==> src/rtl/wb_arb_pkg.sv <==
// Shared types for the regfile write arbiter: source-select enum, exception
// register index and the queued mult/div result entry layout.
package wb_arb_pkg;

  typedef enum logic [1:0] {
    SRC_NONE,
    SRC_PIPE,
    SRC_FIFO,
    SRC_MD_DIRECT
  } wb_src_e;

  localparam int EXC_REG   = 30;
  localparam int WB_ADDR_W = 5;
  localparam int WB_DATA_W = 32;

  typedef struct packed {
    logic [WB_ADDR_W-1:0] rd;
    logic [WB_DATA_W-1:0] data;
  } wb_entry_t;

endpackage

==> src/rtl/wb_result_fifo.sv <==
// Small synchronous FIFO holding deferred mult/div results. The head is visible
// combinationally so it can be popped in the same cycle; a full FIFO refuses pushes
// even when a pop happens in that cycle.
module wb_result_fifo #(
  parameter int WIDTH = 37,
  parameter int DEPTH = 2
) (
  input  logic                     clock,
  input  logic                     ctrl_reset,
  input  logic                     push,
  input  logic                     pop,
  input  logic [WIDTH-1:0]         wdata,
  output logic [WIDTH-1:0]         rdata,
  output logic [$clog2(DEPTH):0]   count
);

  localparam int PW = $clog2(DEPTH);
  localparam int CW = PW + 1;

  logic [WIDTH-1:0] mem_q [DEPTH];
  logic [PW-1:0]    wr_ptr_q, wr_ptr_d;
  logic [PW-1:0]    rd_ptr_q, rd_ptr_d;
  logic [CW-1:0]    count_q, count_d;
  logic             do_push, do_pop;

  always_comb begin
    do_push  = push && (count_q != CW'(DEPTH));
    do_pop   = pop && (count_q != '0);
    wr_ptr_d = wr_ptr_q;
    rd_ptr_d = rd_ptr_q;
    count_d  = count_q;
    if (do_push) wr_ptr_d = wr_ptr_q + 1'b1;
    if (do_pop)  rd_ptr_d = rd_ptr_q + 1'b1;
    if (do_push && !do_pop)      count_d = count_q + 1'b1;
    else if (do_pop && !do_push) count_d = count_q - 1'b1;
  end

  always_ff @(posedge clock or negedge ctrl_reset) begin
    if (!ctrl_reset) begin
      wr_ptr_q <= '0;
      rd_ptr_q <= '0;
      count_q  <= '0;
    end else begin
      wr_ptr_q <= wr_ptr_d;
      rd_ptr_q <= rd_ptr_d;
      count_q  <= count_d;
    end
  end

  // Storage carries no reset; validity is tracked entirely by count_q.
  always_ff @(posedge clock) begin
    if (do_push) mem_q[wr_ptr_q] <= wdata;
  end

  assign rdata = mem_q[rd_ptr_q];
  assign count = count_q;

endmodule

==> src/rtl/regfile_write_arbiter.sv <==
// Merges pipeline writeback, exception status writes and queued mult/div results onto
// the single regfile write port. Optional WB_ARB_PERF_CNT_EN adds defer/stall counters.
module regfile_write_arbiter #(
  parameter int DATA_W       = 32,
  parameter int ADDR_W       = 5,
  parameter int FIFO_DEPTH   = 2,
  parameter int STARVE_LIMIT = 4,
  parameter int EXC_REG      = wb_arb_pkg::EXC_REG
) (
  input  logic              clock,
  input  logic              ctrl_reset,
  input  logic              wb_valid,
  input  logic [ADDR_W-1:0] wb_rd,
  input  logic [DATA_W-1:0] wb_data,
  input  logic              exc_valid,
  input  logic [DATA_W-1:0] exc_code,
  input  logic              md_valid,
  input  logic [ADDR_W-1:0] md_rd,
  input  logic [DATA_W-1:0] md_data,
  output logic              md_ready,
  output logic              stall_pipe,
  output logic              ctrl_writeEnable,
  output logic [ADDR_W-1:0] ctrl_writeReg,
  output logic [DATA_W-1:0] data_writeReg
`ifdef WB_ARB_PERF_CNT_EN
  ,
  output logic [31:0]       perf_defer_cnt,
  output logic [31:0]       perf_stall_cnt
`endif
);
  import wb_arb_pkg::*;

  localparam int ENTRY_W = ADDR_W + DATA_W;
  localparam int CW      = $clog2(FIFO_DEPTH) + 1;
  localparam int SW      = $clog2(STARVE_LIMIT + 1);

  wb_src_e           src;
  logic              pop, push, accept, fifo_empty;
  logic [CW-1:0]     fifo_count;
  logic [ENTRY_W-1:0] fifo_head;
  logic [ADDR_W-1:0] head_rd, wr_idx;
  logic [DATA_W-1:0] head_data, wr_data;

  logic              we_q, we_d;
  logic [ADDR_W-1:0] wreg_q, wreg_d;
  logic [DATA_W-1:0] wdata_q, wdata_d;
  logic [SW-1:0]     starve_q, starve_d;
  logic              stall_q, stall_d;

  wb_result_fifo #(.WIDTH(ENTRY_W), .DEPTH(FIFO_DEPTH)) u_fifo (
    .clock      (clock),
    .ctrl_reset (ctrl_reset),
    .push       (push),
    .pop        (pop),
    .wdata      ({md_rd, md_data}),
    .rdata      (fifo_head),
    .count      (fifo_count)
  );

  assign head_rd    = fifo_head[ENTRY_W-1 -: ADDR_W];
  assign head_data  = fifo_head[DATA_W-1:0];
  assign fifo_empty = (fifo_count == '0);
  assign md_ready   = (fifo_count < CW'(FIFO_DEPTH));

  always_comb begin
    src     = SRC_NONE;
    pop     = 1'b0;
    wr_idx  = wb_rd;
    wr_data = wb_data;
    if (stall_q && !fifo_empty) begin
      src     = SRC_FIFO;
      pop     = 1'b1;
      wr_idx  = head_rd;
      wr_data = head_data;
    end else if (wb_valid) begin
      src = SRC_PIPE;
      if (exc_valid) begin
        wr_idx  = ADDR_W'(EXC_REG);
        wr_data = exc_code;
      end
    end else if (!fifo_empty) begin
      src     = SRC_FIFO;
      pop     = 1'b1;
      wr_idx  = head_rd;
      wr_data = head_data;
    end else if (md_valid) begin
      src     = SRC_MD_DIRECT;
      wr_idx  = md_rd;
      wr_data = md_data;
    end
    accept = md_valid && md_ready;
    push   = accept && (src != SRC_MD_DIRECT);
  end

  // Register 0 writes are swallowed; the write index/data hold the last real write.
  always_comb begin
    we_d    = (src != SRC_NONE) && (wr_idx != '0);
    wreg_d  = we_d ? wr_idx : wreg_q;
    wdata_d = we_d ? wr_data : wdata_q;
    starve_d = starve_q;
    stall_d  = stall_q;
    if (pop || fifo_empty) begin
      starve_d = '0;
      stall_d  = 1'b0;
    end else begin
      if (starve_q != SW'(STARVE_LIMIT)) starve_d = starve_q + 1'b1;
      if (starve_q >= SW'(STARVE_LIMIT)) stall_d = 1'b1;
    end
  end

  always_ff @(posedge clock or negedge ctrl_reset) begin
    if (!ctrl_reset) begin
      we_q     <= 1'b0;
      wreg_q   <= '0;
      wdata_q  <= '0;
      starve_q <= '0;
      stall_q  <= 1'b0;
    end else begin
      we_q     <= we_d;
      wreg_q   <= wreg_d;
      wdata_q  <= wdata_d;
      starve_q <= starve_d;
      stall_q  <= stall_d;
    end
  end

  assign ctrl_writeEnable = we_q;
  assign ctrl_writeReg    = wreg_q;
  assign data_writeReg    = wdata_q;
  assign stall_pipe       = stall_q;

`ifdef WB_ARB_PERF_CNT_EN
  logic [31:0] defer_cnt_q, defer_cnt_d;
  logic [31:0] stall_cnt_q, stall_cnt_d;

  always_comb begin
    defer_cnt_d = defer_cnt_q;
    stall_cnt_d = stall_cnt_q;
    if (!fifo_empty && !pop && (defer_cnt_q != '1)) defer_cnt_d = defer_cnt_q + 1'b1;
    if (stall_q) stall_cnt_d = stall_cnt_q + 1'b1;
  end

  always_ff @(posedge clock or negedge ctrl_reset) begin
    if (!ctrl_reset) begin
      defer_cnt_q <= '0;
      stall_cnt_q <= '0;
    end else begin
      defer_cnt_q <= defer_cnt_d;
      stall_cnt_q <= stall_cnt_d;
    end
  end

  assign perf_defer_cnt = defer_cnt_q;
  assign perf_stall_cnt = stall_cnt_q;
`endif

endmodule

==> config.mk <==
export PLATFORM = sky130hd
export DESIGN_NAME = regfile_write_arbiter
export DESIGN_NICKNAME = d
export VERILOG_FILES = /design/src/rtl/wb_arb_pkg.sv /design/src/rtl/wb_result_fifo.sv /design/src/rtl/regfile_write_arbiter.sv
export SDC_FILE = /design/constraint.sdc
export NUM_CORES = 1
export LEC_CHECK = 0
export ABC_AREA = 0
export BUFFER_PORTS_ARGS = -buffer_cell sky130_fd_sc_hd__clkbuf_2
export CELL_PAD_IN_SITES_DETAIL_PLACEMENT = 2
export CELL_PAD_IN_SITES_GLOBAL_PLACEMENT = 2
export CORE_UTILIZATION = 32
export CTS_CLUSTER_DIAMETER = 50
export DETAILED_ROUTE_END_ITERATION = 7
export PLACE_DENSITY_LB_ADDON = 0.08
export SYNTH_ARGS = -nofsm -noshare
export SYNTH_HDL_FRONTEND = slang
export SYNTH_SLANG_ARGS = --single-unit
export TNS_END_PERCENT = 5
==> constraint.sdc <==
create_clock -name clock -period 2.4 [get_ports clock]
set_input_delay 0.24 -clock clock [delete_from_list [all_inputs] [get_ports clock]]
set_output_delay 0.24 -clock clock [all_outputs]
set_load 0.005 [all_outputs]
==> flow_metrics.env, run 1 <==
export IMPL_cts_num_sinks=120
export IMPL_io_pin_count=151
export IMPL_wl_per_cell_um=21.20
export IMPL_crit_path_end_kind="register"
export IMPL_final_common_cell="clkbuf_2"
export IMPL_die_area_sq_mm=0.01835
export IMPL_yosys_warnings=0
export IMPL_min_delay_path_class="input pin to register"
export IMPL_layout_nets=704
export IMPL_cp_arrival_ns=2.60
export IMPL_via_per_inst=5.093
export IMPL_fin_hold_ws_ns=0.03473
export IMPL_worst_r2r_setup_slack_ns=0.09
export IMPL_syn_area_per_cell_sq_um=13.35
export IMPL_portBuffers=150
export IMPL_outcome="complete, no violations"
export IMPL_p_leak_nw=3.339
export IMPL_synth_top_area_cell="edfxtp_1"
export IMPL_cts_tree="built"
export IMPL_hold_depth=1
export IMPL_hold_viol_final=0
export IMPL_netlist_area_sq_mm=0.005699
export IMPL_remaining_drc_errors=0
export IMPL_overflow=0
export IMPL_grt_first_pass_wirelength_um=26810
export IMPL_synthesis_nets=541
export IMPL_drive_gt1_share_pct=41.46
export IMPL_relSlewSlack_pct=42.16
export IMPL_setup_viol=0
export IMPL_r2r_end="data_writeReg[3]"
export IMPL_routed_wl_um=17560
export IMPL_htree_levels=4
export IMPL_synthCells=427
export IMPL_clock_root_buffer="clkbuf_16"
export IMPL_p_total_mw=8.003
export IMPL_postRouteAntennaNets=0
export IMPL_clockBufferDepth=2
export IMPL_peakVddDrop_uv=609.1
export IMPL_grt_max_degree=30
export IMPL_fin_ws_ns=0.08787
export IMPL_pre_cts_ws_ns=0.03693
export IMPL_grt_usage_pct=19.98
export IMPL_hpwl_um=11870
export IMPL_netlist_top_cells_area="edfxtp_1 (39%), dfrtp_1 (20%), mux2i_1 (13%)"
export IMPL_min_delay_start="md_data[23]"
export IMPL_synth_seq_area_share_pct=59.19
export IMPL_clock_skew_ns=0.009902
export IMPL_grt_pass1_vias=4700
export IMPL_final_cell_mix="clkbuf_2 (150), edfxtp_1 (74), mux2i_1 (73)"
export IMPL_max_slew_worst_pin_slew_ns=0.8677
export IMPL_cp_max_fo=23
export IMPL_num_fill_cells=1778
export IMPL_clkTransAtPathRegs_ns=0.05
export IMPL_slew_violations=0
export IMPL_rows=48
export IMPL_min_period_over_period_pct=96.34
export IMPL_area_growth_syn_to_layout_pct=30.52
export IMPL_diodes=0
export IMPL_postCtsSetupRepairBufs=0
export IMPL_gp_congestion=0.7942
export IMPL_ys_ff_latch=120
export IMPL_path_class="register to register"
export IMPL_vias=4217
export IMPL_die_y_um=135.5
export IMPL_synth_distinct_cells=36
export IMPL_holdPathEnd="u_fifo.mem_q[1][23]"
export IMPL_worstSkewPairLatency_ns=0.41
export IMPL_power_density_mw_per_mm2=1076
export IMPL_place_area_sq_mm=0.006819
export IMPL_core_area_sq_mm=0.01736
export IMPL_drv_cap=0
export IMPL_crit_required_ns=2.69
export IMPL_synth_top_area_share_pct=38.99
export IMPL_max_freq_ghz=0.4325
export IMPL_start_util_pct=32.84
export IMPL_cts_buffers=17
export IMPL_drtIter0Drc=149
export IMPL_rr_worst_depth=6
export IMPL_die_w_um=135.5
export IMPL_antenna_found_initial=0
export IMPL_r2r_start="stall_pipe"
export IMPL_final_area_sq_mm=0.007438
export IMPL_startpoint_type="register"
export IMPL_dr_pass1_iters=4
export IMPL_finalCriticalPeriod_ns=2.312
==> sequential cells by signal, summed over array words and instances, names as in the netlist <==
| signal | count |
|---|---|
| u_fifo.rd_ptr_q | 1 |
| starve_q | 3 |
| ctrl_writeReg | 5 |
| ctrl_writeEnable | 1 |
| u_fifo.mem_q | 74 |
| stall_pipe | 1 |
| u_fifo.wr_ptr_q | 1 |
| u_fifo.count | 2 |
| data_writeReg | 32 |
==> power by group <==
group,internal (mW),switching [mW],leakage [nW]
clock network,1.62,0.902,0.284
registers,2.76,0.354,1.23
logic,1.16,1.21,1.83
==> synthesized netlist by cell type <==
library cell	n
or2_1	1
edfxtp_1	74
a221o_1	1
buf_1	2
mux2_2	12
o21ai_1	1
a32oi_2	1
nand2_1	7
mux2_4	25
xnor2_1	5
o22ai_1	33
and2_1	1
a22oi_2	1
a31oi_4	1
buf_2	4
or2b_1	1
o211ai_1	2
or3_1	4
dfrtp_1	46
o22a_1	1
xor2_1	1
and3_1	1
o21a_1	1
clkbuf_1	18
nor4b_1	1
o21ai_0	5
buf_6	4
nor3_1	3
nand3_1	6
mux2i_1	73
inv_1	10
a32oi_1	3
nand2b_1	3
ha_1	3
nor2_1	38
a21oi_1	34
==> through the flow <==
step | cells | setup TNS (ns) | utilization (%)
floorplan | 427 | 0 | -
global placement | 795 | 0 | 39.29
detailed placement | 795 | 0 | 39.29
CTS | 828 | 0 | 42.73
global route | 828 | -0.01106 | 42.86
finish | 828 | 0 | 42.86
==> layer usage <==
metal / vias up / part of all wire, % / global-route usage (%)
li1: 1929 / - / -
met5: - / 0 / 0
met4: 0 / 1.0 / 5.805
met3: 14 / 4.1 / 4.489
met2: 117 / 53 / 35.93
met1: 2157 / 42 / 23.66
==> worst max-delay path, cell delays in order, from the launching register on <==
cell      delay (ns)
dfrtp_1         0.44
nand2b_1        0.33
a32oi_1         0.38
a32oi_2         0.13
a31oi_4         0.29
buf_12          0.25
mux2_2          0.37
==> worst max path at each step <==
| stage | from | endpoint | slack, ns | cells after the start |
|---|---|---|---|---|
| final | stall_pipe | data_writeReg[3] | 0.09 | 6 |
| after global routing | stall_pipe | data_writeReg[3] | -0.01 | 6 |
| after CTS | u_fifo.count[0] | data_writeReg[12] | 0.08 | 6 |
| after detailed placement | u_fifo.count[0] | data_writeReg[3] | 0.04 | 6 |
| after global placement | u_fifo.count[0] | data_writeReg[1] | 0.15 | 6 |
| after floorplan | u_fifo.count[0] | data_writeReg[10] | 0.17 | 8 |
==> cell type report <==
class,count,area [sq um],area share [%]
Tap cell,225,281.5,3.785
Clock buffer,23,488.0,6.560
Inverter,10,37.54,0.5046
Timing Repair Buffer,172,968.4,13.02
Sequential cell,120,3376,45.38
Multi-Input combinational cell,269,2190,29.44
Clock inverter,9,97.59,1.312
==> cell families after synthesis <==
| family | after synthesis | share of synthesized area [%] |
|---|---|---|
| compound gates | 84 | 9.199 |
| xor+xnor | 6 | 0.9221 |
| buf+inv | 38 | 3.117 |
| flops | 120 | 59.19 |
| mux | 110 | 21.78 |
| simple gates | 66 | 5.138 |
| fa+ha+maj | 3 | 0.6587 |
==> timing repair <==
item                                    in CTS  in global routing
hold buffers                                 1                  0
endpoints found under the setup margin       3                 20
endpoints found under the hold margin       27                  0
resized for setup                            1                  4
Power figures use the tool's default switching activity.
==> inputs of run 2 (changes only) <==
--- a/config.mk
+++ b/config.mk
@@ -5,11 +5,12 @@
 export SDC_FILE = /design/constraint.sdc
 export NUM_CORES = 1
 export LEC_CHECK = 0
-export ABC_AREA = 0
+export ABC_AREA = 1
 export BUFFER_PORTS_ARGS = -buffer_cell sky130_fd_sc_hd__clkbuf_2
 export CELL_PAD_IN_SITES_DETAIL_PLACEMENT = 2
 export CELL_PAD_IN_SITES_GLOBAL_PLACEMENT = 2
-export CORE_UTILIZATION = 32
+export CORE_ASPECT_RATIO = 0.6
+export CORE_UTILIZATION = 28
 export CTS_CLUSTER_DIAMETER = 50
 export DETAILED_ROUTE_END_ITERATION = 7
 export PLACE_DENSITY_LB_ADDON = 0.08
==> flow_metrics.env, run 2 <==
export IMPL_setup_viol=0
export IMPL_cts_buffers=17
export IMPL_min_delay_path_class="input pin to register"
export IMPL_overflow=0
export IMPL_max_freq_ghz=0.4896
export IMPL_syn_area_per_cell_sq_um=8.638
export IMPL_synthXorXnorAreaFrac_pct=0.4302
export IMPL_remaining_drc_errors=20
export IMPL_placed_cells=1117
export IMPL_synth_common_cells="nand2_1 (267), edfxtp_1 (74), nand3_1 (74), a21oi_1 (66), dfrtp_1 (46)"
export IMPL_instances_no_fill=1150
export IMPL_netlist_top_cells_area="edfxtp_1 (36%), dfrtp_1 (19%), nand2_1 (16%)"
export IMPL_hold_viol_final=0
export IMPL_synth_top_area_cell="edfxtp_1"
export IMPL_crit_path_end_kind="register"
export IMPL_multi_input_area_sq_mm=0.002471
export IMPL_clock_skew_ns=0.01499
export IMPL_synth_seq_area_share_pct=55.23
export IMPL_synth_edf_count=74
export IMPL_cp_top_family="simple AND/OR/NAND/NOR gates"
export IMPL_io_pin_count=151
export IMPL_netlist_area_sq_mm=0.006107
export IMPL_cts_num_sinks=120
export IMPL_wl_per_cell_um=20.74
export IMPL_yosysMostFrequentCell="nand2_1"
export IMPL_cpPeakStageDelay_ns=0.44
export IMPL_cp_arrival_ns=2.40
export IMPL_area_growth_syn_to_layout_pct=29.77
export IMPL_drv_cap=0
export IMPL_failed_checks="DRC"
export IMPL_clkTransAtPathRegs_ns=0.06
export IMPL_clock_root_buffer="clkbuf_16"
export IMPL_critPathBufInv=2
export IMPL_clockBufferDepth=2
export IMPL_routed_wl_um=23850
export IMPL_die_y_um=116.4
export IMPL_r2r_end="data_writeReg[24]"
export IMPL_diodes=0
export IMPL_p_leak_nw=3.686
export IMPL_fin_hold_ws_ns=0.03407
export IMPL_ys_async_sr_fraction_pct=38.33
export IMPL_power_density_mw_per_mm2=1122
export IMPL_startpoint_type="register"
export IMPL_peakVddDrop_uv=541.3
export IMPL_start_util_pct=28.83
export IMPL_relSlewSlack_pct=56.15
export IMPL_synthCells=707
export IMPL_synthesis_nets=821
export IMPL_via_per_inst=4.956
export IMPL_grt_max_degree=40
export IMPL_rsz0062_at_grt="false"
export IMPL_worstSkewPairLatency_ns=0.42
export IMPL_drtIter0Drc=331
export IMPL_setup_tns_ns=0
export IMPL_synth_compound_area_share_pct=10.55
export IMPL_grt_usage_pct=22.52
export IMPL_holdPathEnd="u_fifo.mem_q[1][26]"
export IMPL_rows=41
export IMPL_outcome="finished, violations left"
export IMPL_synth_top_area_share_pct=36.39
export IMPL_path_cells="inv_2 > nand2_4 > nor2_2 > nand2_1 > nand2_1 > nand2_1 > nand2_1 > nand2_1 > nor2_1 > nand2_2 > nand2_2 > buf_12 > nand2_1 > nand2_1"
export IMPL_top_register="u_fifo.mem_q"
export IMPL_final_common_cell="nand2_1"
export IMPL_cpMostUsedCell="nand2_1"
export IMPL_antenna_found_initial=0
export IMPL_path_class="register to register"
export IMPL_cts_tree="built"
export IMPL_synth_adder_area_share_pct=0.6146
export IMPL_largest_reg_flops=74
export IMPL_synthFlopType="edfxtp_1"
export IMPL_dr_pass1_iters=7
export IMPL_cp_max_fo=38
export IMPL_die_w_um=192.7
export IMPL_max_slew_worst_pin_slew_ns=0.6578
export IMPL_layout_nets=972
export IMPL_num_fill_cells=2421
export IMPL_drive_gt1_share_pct=29.62
export IMPL_yosys_warnings=0
export IMPL_hold_depth=1
export IMPL_die_area_sq_mm=0.02242
export IMPL_finalCriticalPeriod_ns=2.043
export IMPL_htree_levels=4
export IMPL_r2r_start="u_fifo.count[1]"
export IMPL_rr_worst_depth=14
export IMPL_postRouteAntennaNets=0
export IMPL_gp_congestion=0.8027
export IMPL_worst_r2r_setup_slack_ns=0.36
export IMPL_grt_pass1_vias=6309
export IMPL_min_period_over_period_pct=85.11
export IMPL_synth_distinct_cells=28
export IMPL_crit_path_top_delay_cell="dfrtp_1"
export IMPL_slew_violations=0
export IMPL_hpwl_um=16910
export IMPL_ys_ff_latch=120
export IMPL_portBuffers=150
export IMPL_crit_required_ns=2.76
export IMPL_synth_top_family_by_area="simple AND/OR/NAND/NOR gates"
export IMPL_vias=5699
export IMPL_final_cell_mix="nand2_1 (266), clkbuf_2 (150), nand3_1 (74), edfxtp_1 (74), a21oi_1 (66)"
export IMPL_synth_mux_area_share_pct=0
export IMPL_seq_area_sq_mm=0.003374
export IMPL_core_area_sq_mm=0.02119
export IMPL_grt_first_pass_wirelength_um=37060
export IMPL_min_delay_start="md_data[26]"
export IMPL_synthSimpleGateAreaFrac_pct=28.50
==> run 2: timing repair <==
action,CTS,global route
setup buffers,0,0
resized for setup,0,0
hold endpoints to repair,7,0
hold buffers,1,0
==> run 2: area by class of cell <==
cell class                      count  area share (%)
Inverter                           22           1.042
Tap cell                          279           4.405
Sequential cell                   120           42.58
Multi-Input combinational cell    520           31.18
Timing Repair Buffer              177           12.69
Clock inverter                     12           2.052
Clock buffer                       20           6.047
==> run 2: power breakdown <==
part           total (mW)  switching (mW)  internal, mW
logic                2.95            1.84          1.11
registers            3.16           0.332          2.83
clock network        2.78            1.02          1.77
==> run 2: how the worst max path moves through the flow <==
stage | from | endpoint | slack, ns | cells after the start
2_1_floorplan | u_fifo.count[0] | u_fifo.mem_q[0][0] | -0.57 | 6
3_5_place_dp | u_fifo.count[1] | data_writeReg[9] | 0.37 | 14
4_1_cts | u_fifo.count[1] | data_writeReg[13] | 0.35 | 14
6_report | u_fifo.count[1] | data_writeReg[24] | 0.36 | 14
5_1_grt | u_fifo.count[1] | ctrl_writeReg[3] | 0.06 | 14
3_3_place_gp | u_fifo.count[0] | u_fifo.count[1] | 0.45 | 10
==> run 2: layer usage <==
| layer | up-vias | global-route usage (%) | share of wire (%) |
|---|---|---|---|
| met5 | - | 0 | 0 |
| met4 | 0 | 4.882 | 0.65 |
| met3 | 12 | 4.267 | 3.6 |
| met2 | 130 | 35.13 | 45 |
| met1 | 2878 | 32.40 | 51 |
| li1 | 2679 | - | - |
==> run 2: cell families (layout without fill, tap and decap cells) <==
kind of cell               Yosys count  in the layout
AOI/OAI and AO/OA                  111            111
xor gates and xnor gates             3              3
adders and majority gates            3              3
buffers and inverters               67            231
DFF                                120            120
and+or+nand+nor                    403            403
==> run 2: stage by stage <==
stage | utilization, % | power [mW] | worst slack, ns | instance area (sq um)
finish | 37.41 | 8.890 | 0.3574 | 7925
global route | 37.41 | 9.457 | 0.05757 | 7925
CTS | 37.41 | 9.024 | 0.3461 | 7925
detailed placement | 34.33 | 6.183 | 0.3735 | 7273
global placement | 34.33 | 6.036 | 0.4467 | 7273
floorplan | - | 4.783 | -0.5680 | 6110
==> inputs of run 3 (changes only) <==
--- a/config.mk
+++ b/config.mk
@@ -7,10 +7,11 @@
 export LEC_CHECK = 0
 export ABC_AREA = 1
 export BUFFER_PORTS_ARGS = -buffer_cell sky130_fd_sc_hd__clkbuf_2
-export CELL_PAD_IN_SITES_DETAIL_PLACEMENT = 2
-export CELL_PAD_IN_SITES_GLOBAL_PLACEMENT = 2
+export CELL_PAD_IN_SITES_DETAIL_PLACEMENT = 1
+export CELL_PAD_IN_SITES_GLOBAL_PLACEMENT = 1
 export CORE_ASPECT_RATIO = 0.6
-export CORE_UTILIZATION = 28
+export CORE_MARGIN = 3
+export CORE_UTILIZATION = 36
 export CTS_CLUSTER_DIAMETER = 50
 export DETAILED_ROUTE_END_ITERATION = 7
 export PLACE_DENSITY_LB_ADDON = 0.08
==> flow_metrics.env, run 3 (same netlist as run 2, synthesis figures left out) <==
export IMPL_combPwrFrac_pct=34.2
export IMPL_core_area_sq_mm=0.01644
export IMPL_cp_arrival_ns=2.50
export IMPL_met3_length_um=1205
export IMPL_final_cell_mix="nand2_1 (266), clkbuf_2 (150), nand3_1 (74), edfxtp_1 (74), a21oi_1 (66)"
export IMPL_p_sw_share_pct=36.11
export IMPL_drive_gt1_share_pct=29.39
export IMPL_clock_root_buffer="clkbuf_16"
export IMPL_relSlewSlack_pct=57.28
export IMPL_die_area_sq_mm=0.01861
export IMPL_routed_wl_um=21650
export IMPL_layout_nets=972
export IMPL_seq_power_share_pct=37.4
export IMPL_fin_ws_ns=0.2466
export IMPL_cp_max_fo=35
export IMPL_power_frac_clock_pct=28.4
export IMPL_p_leak_nw=3.643
export IMPL_clockBufferDepth=2
export IMPL_drtIter0Drc=397
export IMPL_highest_layer="met5"
export IMPL_largest_reg_flops=74
export IMPL_outcome="complete, no violations"
export IMPL_grt_first_pass_wirelength_um=34390
export IMPL_switching_power_mw=3.050
export IMPL_r2r_start="u_fifo.count[1]"
export IMPL_slew_violations=0
export IMPL_clock_skew_ns=0.01589
export IMPL_crit_path_end_kind="register"
export IMPL_min_delay_path_class="input pin to register"
export IMPL_drv_cap=0
export IMPL_startpoint_type="register"
export IMPL_rr_worst_depth=12
export IMPL_cts_num_sinks=120
export IMPL_max_slew_worst_pin_slew_ns=0.6400
export IMPL_htree_levels=4
export IMPL_power_density_mw_per_mm2=1089
export IMPL_peakVddDrop_uv=447.5
export IMPL_dr_pass1_iters=5
export IMPL_grt_pass1_vias=6186
export IMPL_portBuffers=150
export IMPL_cts_tree="built"
export IMPL_pre_cts_ws_ns=0.1810
export IMPL_rows=36
export IMPL_path_class="register to register"
export IMPL_top_register="u_fifo.mem_q"
export IMPL_r2r_end="data_writeReg[15]"
export IMPL_min_period_over_period_pct=89.73
export IMPL_gp_congestion=0.8153
export IMPL_die_y_um=106.9
export IMPL_wl_per_cell_um=19.68
export IMPL_m1WireLength_um=10720
export IMPL_hold_depth=1
export IMPL_wl_met2_um=9537
export IMPL_grt_max_degree=38
export IMPL_vias=5758
export IMPL_worst_r2r_setup_slack_ns=0.25
export IMPL_io_pin_count=151
export IMPL_area_growth_syn_to_layout_pct=27.04
export IMPL_final_common_cell="nand2_1"
export IMPL_max_freq_ghz=0.4644
export IMPL_setup_viol=0
export IMPL_remaining_drc_errors=0
export IMPL_place_area_sq_mm=0.007197
export IMPL_die_w_um=174.1
export IMPL_holdPathEnd="u_fifo.mem_q[0][31]"
export IMPL_min_delay_start="md_data[31]"
export IMPL_crit_required_ns=2.75
export IMPL_clkTransAtPathRegs_ns=0.06
export IMPL_worstSkewPairLatency_ns=0.42
export IMPL_finalCriticalPeriod_ns=2.153
export IMPL_overflow=0
export IMPL_postRouteAntennaNets=0
export IMPL_via_per_inst=5.235
export IMPL_hpwl_um=14920
export IMPL_start_util_pct=37.15
export IMPL_grt_usage_pct=23.96
export IMPL_cts_buffers=17
export IMPL_final_area_sq_mm=0.007759
export IMPL_p_int_mw=5.397
export IMPL_final_util_pct=47.19
export IMPL_antenna_found_initial=2
export IMPL_hold_viol_final=0
export IMPL_rsz0062_at_grt="false"
## run 3: cell types whose count changed in the layout (fill, tap and decap cells not counted), sizes merged
cell	previous run	this run
bufinv	3	1
clkinvlp	3	4
clkbuf	170	173
inv	23	21
diode	0	1
## run 3: worst max-delay path by stage
stage / cells past startpoint / slack (ns) / startpoint / endpoint
global placement: 10 / 0.27 / u_fifo.rd_ptr_q / data_writeReg[0]
CTS: 10 / 0.17 / u_fifo.rd_ptr_q / data_writeReg[15]
finish: 12 / 0.25 / u_fifo.count[1] / data_writeReg[15]
detailed placement: 10 / 0.18 / u_fifo.rd_ptr_q / data_writeReg[15]
floorplan: 6 / -0.57 / u_fifo.count[0] / u_fifo.mem_q[0][0]
global route: 12 / 0.11 / u_fifo.count[1] / data_writeReg[15]
## run 3: repair_timing
item | 4_1_cts | 5_1_grt
hold buffers | 1 | 0
setup endpoints to repair | 0 | 1
gates resized for setup | 0 | 1
setup buffers | 0 | 0
hold endpoints to repair | 19 | 0
## run 3: metrics by stage
stage                     total power [mW]  setup TNS (ns)  std cells  hold WS, ns
after CTS                            8.500               0       1099      0.03405
after global placement               5.950               0       1066       0.2560
final                                8.447               0       1100      0.03703
after floorplan                      4.783          -21.02        707     -0.05559
after global routing                 8.973               0       1100      0.03235
after detailed placement             6.077               0       1066       0.2606
## run 3: final cells by class
type	count	area [sq um]
flip-flops and latches	120	3374
inverters	22	86.33
fillers	1941	8682
repair buffers	177	993.5
multi-input cells	520	2471
clock inverters	9	77.57
clock buffers	23	467.9
well taps	228	285.3
diodes	1	2.502
## run 3: metal layers
metal,vias to the layer above,GRT usage (%)
li1,2682,-
met2,189,37.33
met4,2,5.447
met3,14,5.096
met5,-,0
met1,2871,34.51
## run 3: power groups by stage
stage               sequential [mW]  clock [mW]  combinational, mW
floorplan                      3.13           0               1.65
global placement               3.16           0               2.79
detailed placement             3.19           0               2.89
CTS                            3.16        2.42               2.92
global route                   3.22        2.52               3.23
finish                         3.16        2.40               2.89
## run 3: worst max-delay path: stages, from the launching register on
cell     delay (ns)
dfrtp_1        0.43
inv_2          0.13
nand2_4        0.09
nand2_4        0.12
nand2_4        0.10
o21ai_0        0.16
nand2_1        0.13
nand2_1        0.08
inv_1          0.05
nand2_2        0.08
buf_4          0.39
nand3_1        0.19
nand2_1        0.13
